File: src/rtl/mem_arb_pkg.sv
// Shared types and constants for the fetch / load-store memory port arbiter.
// The package holds the FSM state, the read-owner encoding and the read-latency range check.
package mem_arb_pkg;

  typedef enum logic {
    ST_IDLE    = 1'b0,
    ST_RD_WAIT = 1'b1
  } arb_state_e;

  typedef enum logic [1:0] {
    OWN_NONE = 2'd0,
    OWN_IF   = 2'd1,
    OWN_LS   = 2'd2
  } owner_e;

  localparam int RD_LAT_MIN = 1;
  localparam int RD_LAT_MAX = 4;
  // Wide enough to hold RD_LAT_MAX.
  localparam int CNT_W      = 3;

  function automatic bit rd_latency_ok(input int lat);
    return (lat >= RD_LAT_MIN) && (lat <= RD_LAT_MAX);
  endfunction

endpackage

File: src/rtl/mem_port_arbiter.sv
// Fair arbiter sharing one single-port memory between instruction fetch and load/store.
// It allows one read in flight and returns data to the owner after a fixed read latency.
module mem_port_arbiter
  import mem_arb_pkg::*;
#(
  parameter int ADDR_W     = 32,
  parameter int DATA_W     = 32,
  parameter int RD_LATENCY = 1
) (
  input  logic                clk,
  input  logic                rst_n,
  input  logic                if_req,
  input  logic [ADDR_W-1:0]   if_addr,
  output logic                if_gnt,
  output logic                if_rvalid,
  output logic [DATA_W-1:0]   if_rdata,
  input  logic                ls_req,
  input  logic                ls_we,
  input  logic [ADDR_W-1:0]   ls_addr,
  input  logic [DATA_W-1:0]   ls_wdata,
  input  logic [DATA_W/8-1:0] ls_wmask,
  output logic                ls_gnt,
  output logic                ls_rvalid,
  output logic [DATA_W-1:0]   ls_rdata,
  output logic [ADDR_W-1:0]   mem_addr,
  output logic                mem_re,
  output logic [DATA_W/8-1:0] mem_we,
  output logic [DATA_W-1:0]   mem_wdata,
  input  logic [DATA_W-1:0]   mem_rdata,
  output logic                busy
);

  if (!rd_latency_ok(RD_LATENCY)) begin : g_bad_latency
    $error("mem_port_arbiter: RD_LATENCY must lie in 1..4");
  end

  arb_state_e       state_q, state_d;
  owner_e           owner_q, owner_d;
  logic [CNT_W-1:0] cnt_q, cnt_d;
  logic             last_ls_q, last_ls_d;

  logic rvalid_cycle;
  logic eligible;
  logic win_if;
  logic win_ls;
  logic store_gnt;
  logic rd_gnt;

  // Grants are gated by rst_n so that every output is 0 while reset is held.
  always_comb begin
    rvalid_cycle = (state_q == ST_RD_WAIT) && (cnt_q == CNT_W'(1));
    eligible     = rst_n && ((state_q == ST_IDLE) || rvalid_cycle);
    win_ls       = eligible && ls_req && (!if_req || !last_ls_q);
    win_if       = eligible && if_req && !win_ls;
    store_gnt    = win_ls && ls_we;
    rd_gnt       = win_if || (win_ls && !ls_we);
  end

  always_comb begin
    if_gnt    = win_if;
    ls_gnt    = win_ls;
    if_rvalid = rvalid_cycle && (owner_q == OWN_IF);
    ls_rvalid = rvalid_cycle && (owner_q == OWN_LS);
    if_rdata  = if_rvalid ? mem_rdata : '0;
    ls_rdata  = ls_rvalid ? mem_rdata : '0;
    mem_re    = rd_gnt;
    mem_we    = store_gnt ? ls_wmask : '0;
    mem_wdata = store_gnt ? ls_wdata : '0;
    busy      = (state_q == ST_RD_WAIT);
    if (win_if) begin
      mem_addr = if_addr;
    end else if (win_ls) begin
      mem_addr = ls_addr;
    end else begin
      mem_addr = '0;
    end
  end

  always_comb begin
    state_d   = state_q;
    owner_d   = owner_q;
    cnt_d     = cnt_q;
    last_ls_d = last_ls_q;
    if (win_if || win_ls) begin
      last_ls_d = win_ls;
    end
    // A read granted in the rvalid cycle takes over the wait state directly.
    if (rd_gnt) begin
      state_d = ST_RD_WAIT;
      owner_d = win_if ? OWN_IF : OWN_LS;
      cnt_d   = CNT_W'(RD_LATENCY);
    end else if (state_q == ST_RD_WAIT) begin
      if (rvalid_cycle) begin
        state_d = ST_IDLE;
        owner_d = OWN_NONE;
        cnt_d   = '0;
      end else begin
        cnt_d = cnt_q - CNT_W'(1);
      end
    end
  end

  always_ff @(posedge clk or negedge rst_n) begin
    if (!rst_n) begin
      state_q   <= ST_IDLE;
      owner_q   <= OWN_NONE;
      cnt_q     <= '0;
      last_ls_q <= 1'b0;
    end else begin
      state_q   <= state_d;
      owner_q   <= owner_d;
      cnt_q     <= cnt_d;
      last_ls_q <= last_ls_d;
    end
  end

endmodule
File: config.mk
export PLATFORM = sky130hd
export DESIGN_NAME = mem_port_arbiter
export DESIGN_NICKNAME = d
export VERILOG_FILES = /design/src/rtl/mem_arb_pkg.sv /design/src/rtl/mem_port_arbiter.sv
export SDC_FILE = /design/constraint.sdc
export NUM_CORES = 1
export LEC_CHECK = 0
export ABC_AREA = 1
export BUFFER_PORTS_ARGS = -buffer_cell sky130_fd_sc_hd__buf_2
export CORE_AREA = 2 2 107 109
export CTS_CLUSTER_DIAMETER = 80
export DETAILED_ROUTE_END_ITERATION = 10
export DIE_AREA = 0 0 109 111
export HOLD_SLACK_MARGIN = 0.03
export PLACE_DENSITY = 0.55
export SYNTH_ARGS = -nofsm -noshare
export SYNTH_HDL_FRONTEND = slang
export SYNTH_SLANG_ARGS = --single-unit
File: constraint.sdc
create_clock -name clk -period 1.5 [get_ports clk]
set_input_delay 0.15 -clock clk [delete_from_list [all_inputs] [get_ports clk]]
set_output_delay 0.15 -clock clk [all_outputs]
set_load 0.01 [all_outputs]
==> summary.txt <==
Run status
  – Status: finished, violations left
  – Failing checks: setup timing

Setup path
  – Worst path slowest cell: dfrtp_1
  – Worst-path fanout max: 16
  – Crit. End Element: output port
  – Required @ worst endpoint: 1.35 ns
  – Crit Path Class: flip-flop to output port
  – Cell family with most CP delay: buffers and inverters
  – Setup crit start kind: flip-flop
  – CP Cell Sequence: inv_2 -> ha_4 -> buf_4 -> nand3_4 -> nor3_4 -> buf_6 -> inv_8 -> nor2_1 -> buf_2
  – Worst path buffer plus inverter count: 5
  – CP max stage delay: 0.38 ns
  – Arrival @ worst endpoint: approximately 1.7 ns

Power
  – Final total power: 3.14 mW
  – IR drop worst, VDD: 0.000444 V
  – Power Dens Cells: 799 nW/um^2
  – Leak Pwr: between 2 and 3 nW

Worst hold path
  – Type of the most critical hold path: input port to flip-flop

Drt
  – DR vias: approximately 3000
  – WL per Instance: 11.3 um
  – Drt drc: 0
  – Detailed Routing Iterations Pass 1: 4
  – Final ANT Viol Nets: 0
  – DRT Wirelength: 8740 um
  – Max layer used: met5
  – DR WL met2: 4820 um
  – DRT iter0 DRCs: 98
  – Routed wl met3: roughly 840 um
  – Via density: 3.83
  – M1 WL: 2930 um

Floorplanning
  – Core area: about 11000 sq um
  – Initial Util: 14.8%
  – Total die area: 12100 sq um
  – Num ports: 275
  – Row count: 39
  – Die W: between 100 and 150 um
  – Die Y-Extent: 111 um

Logic synthesis
  – Syn_nets: 469
  – Largest area contributor in the netlist: nand2_1
  – Main synth FF type: dfrtp_1
  – Synth unique cells: 22
  – Most common cell in the netlist: nand2_1
  – Synthesized cell area: 1640 sq um
  – Post-synth ARST share: 100%
  – Synth Register Bits: 7
  – Synth Warn #: 0
  – Sequential area share after synthesis: 10.7%
  – Syn avg cell area: 4.98 sq um
  – Top post-synthesis cells by area: nand2_1 23%, inv_1 17%, nor2_1 17%
  – Cells after Synth: 330
  – Post-synth EDFFs: 0
  – Synth top cells by count: 102 x nand2_1, 75 x inv_1, 73 x nor2_1
  – Share of the synthesized area in the top cell type: 23.3%

Timing
  – Tcrit/Tclk final: 123%
  – Clock skew: about 0.00042 ns
  – Setup violators final: 141
  – Worst relative slew slack: 83.0%
  – Min Tclk post-route: ~1.8 ns
  – Final hold vios: 0
  – Setup slack after layout: -0.346 ns
  – Fmax achieved: ~0.54 GHz
  – Slew of the pin with the lowest slew margin: between 0.2 and 0.3 ns
  – Slew Limit Fails: 0
  – RSZ-0062 raised after global routing: yes

Finish
  – Core Util, Final: a little over a third
  – Layout cell share with drive strength beyond 1: 66.7%
  – Final nets: 771
  – Area Growth Syn to Fin: 139%
  – Fillers: between 1000 and 1500

GRT
  – Antenna violations before repair: 2
  – Total gr overflow: 0
  – First-pass GRT wire length: 12100 um
  – Vias in the first global route: 2602
  – Largest net degree at the start of global routing: 23
  – GRT Util Overall: 12.5%

Placed design
  – Gpl congestion: approximately 0.73
  – Number of port buffers: 274
  – Post-DP HPWL: 7440 um
  – Worst slack at placement: -0.182 ns

Clock tree
  – TritonCTS clock tree: yes
  – Clock transition at path regs: 0.04 ns
  – Total CTS buffers: 3
  – Skew-Pair Late Insertion Delay: 0.23 ns
  – CTS Sinks: 7
  – Longest Clk Path Bufs: 2
  – # H-tree levels: 1
  – CTS root buf: clkbuf_16

Job
  – Max-capacitance violation count: 0
## flip-flops by register name, indices dropped and copies added (netlist names)
| signal | cells |
|---|---|
| owner_q | 2 |
| last_ls_q | 1 |
| busy | 1 |
| cnt_q | 3 |
## tightest hold or removal path, delay by kind of cell
kind,cells,cell delay [ns]
simple gates,1,0.12
buf+inv,1,0.11
compound gates,1,0.07
## report_power, final
group	internal (mW)	switching [mW]
combinational	1.12	1.21
sequential	0.272	0.0831
clock	0.354	0.100
## routing by layer
layer | up-vias | global-route usage, %
li1 | 1524 | -
met1 | 1259 | 11.7
met2 | 173 | 26.4
met3 | 11 | 2.41
met4 | 2 | 2.99
met5 | - | 0
## stage by stage
step / cell area [sq um] / std cells / setup TNS (ns) / hold slack, ns
finish: 3930 / 775 / -38.88 / 0.269
floorplan: 1640 / 330 / -1.39 / -0.146
global route: 3930 / 775 / -52.80 / 0.291
detailed placement: 3340 / 756 / -13.79 / 0.188
CTS: 3550 / 767 / -44.93 / 0.286
global placement: 3340 / 756 / -12.22 / 0.183
## path summary, 6_finish.rpt
check	from	to	slack [ns]	depth (start not counted)
max reg2reg	cnt_q[1]	owner_q[1]	-0.09	11
max in group asynchronous	rst_n	owner_q[1]	0.89	3
min in group asynchronous	rst_n	cnt_q[1]	0.48	3
min	ls_req	last_ls_q	0.27	3
min reg2reg	owner_q[1]	owner_q[1]	0.52	2
max	cnt_q[1]	ls_rdata[0]	-0.35	9
## cells in the final DEF (no fill, tap or decap), drive strengths merged
cell	netlist	final
nand2	108	108
dfrtp	7	7
ha	2	2
nor2	104	104
diode	0	1
a21oi	2	2
or2	1	1
dlygate4sd3	0	1
buf	15	308
nor3	1	1
o21ai	3	3
clkbuf	0	6
nand3	3	3
nand4	4	4
inv	78	80
xnor2	1	1
## logic make-up after synthesis
| group | after synthesis | share of synthesized area (%) |
|---|---|---|
| compound gates | 5 | 1.52 |
| fa+ha+maj | 2 | 1.52 |
| flops | 7 | 10.7 |
| simple gates | 221 | 60.8 |
| xor+xnor | 1 | 0.533 |
| buf+inv | 94 | 25.0 |
## layout make-up
type	instances	area [sq um]	area share [%]
diodes	1	2.50	0.0637
repair buffers	311	1860	47.5
inverters	79	312	7.93
clock buffers	4	78.8	2.01
repair inverters	1	11.3	0.287
well taps	143	179	4.56
flip-flops and latches	7	175	4.46
multi-input cells	229	1300	33.2
## what timing repair did
item                                   CTS  global route
buffers inserted                         5             5
pin swaps                                0             8
resized for setup                       24            85
setup endpoints to repair              139           139
cloned                                   1             2
hold buffers                             1             0
endpoints found under the hold margin    7             0
No activity file was read; power rests on OpenSTA's default activity.
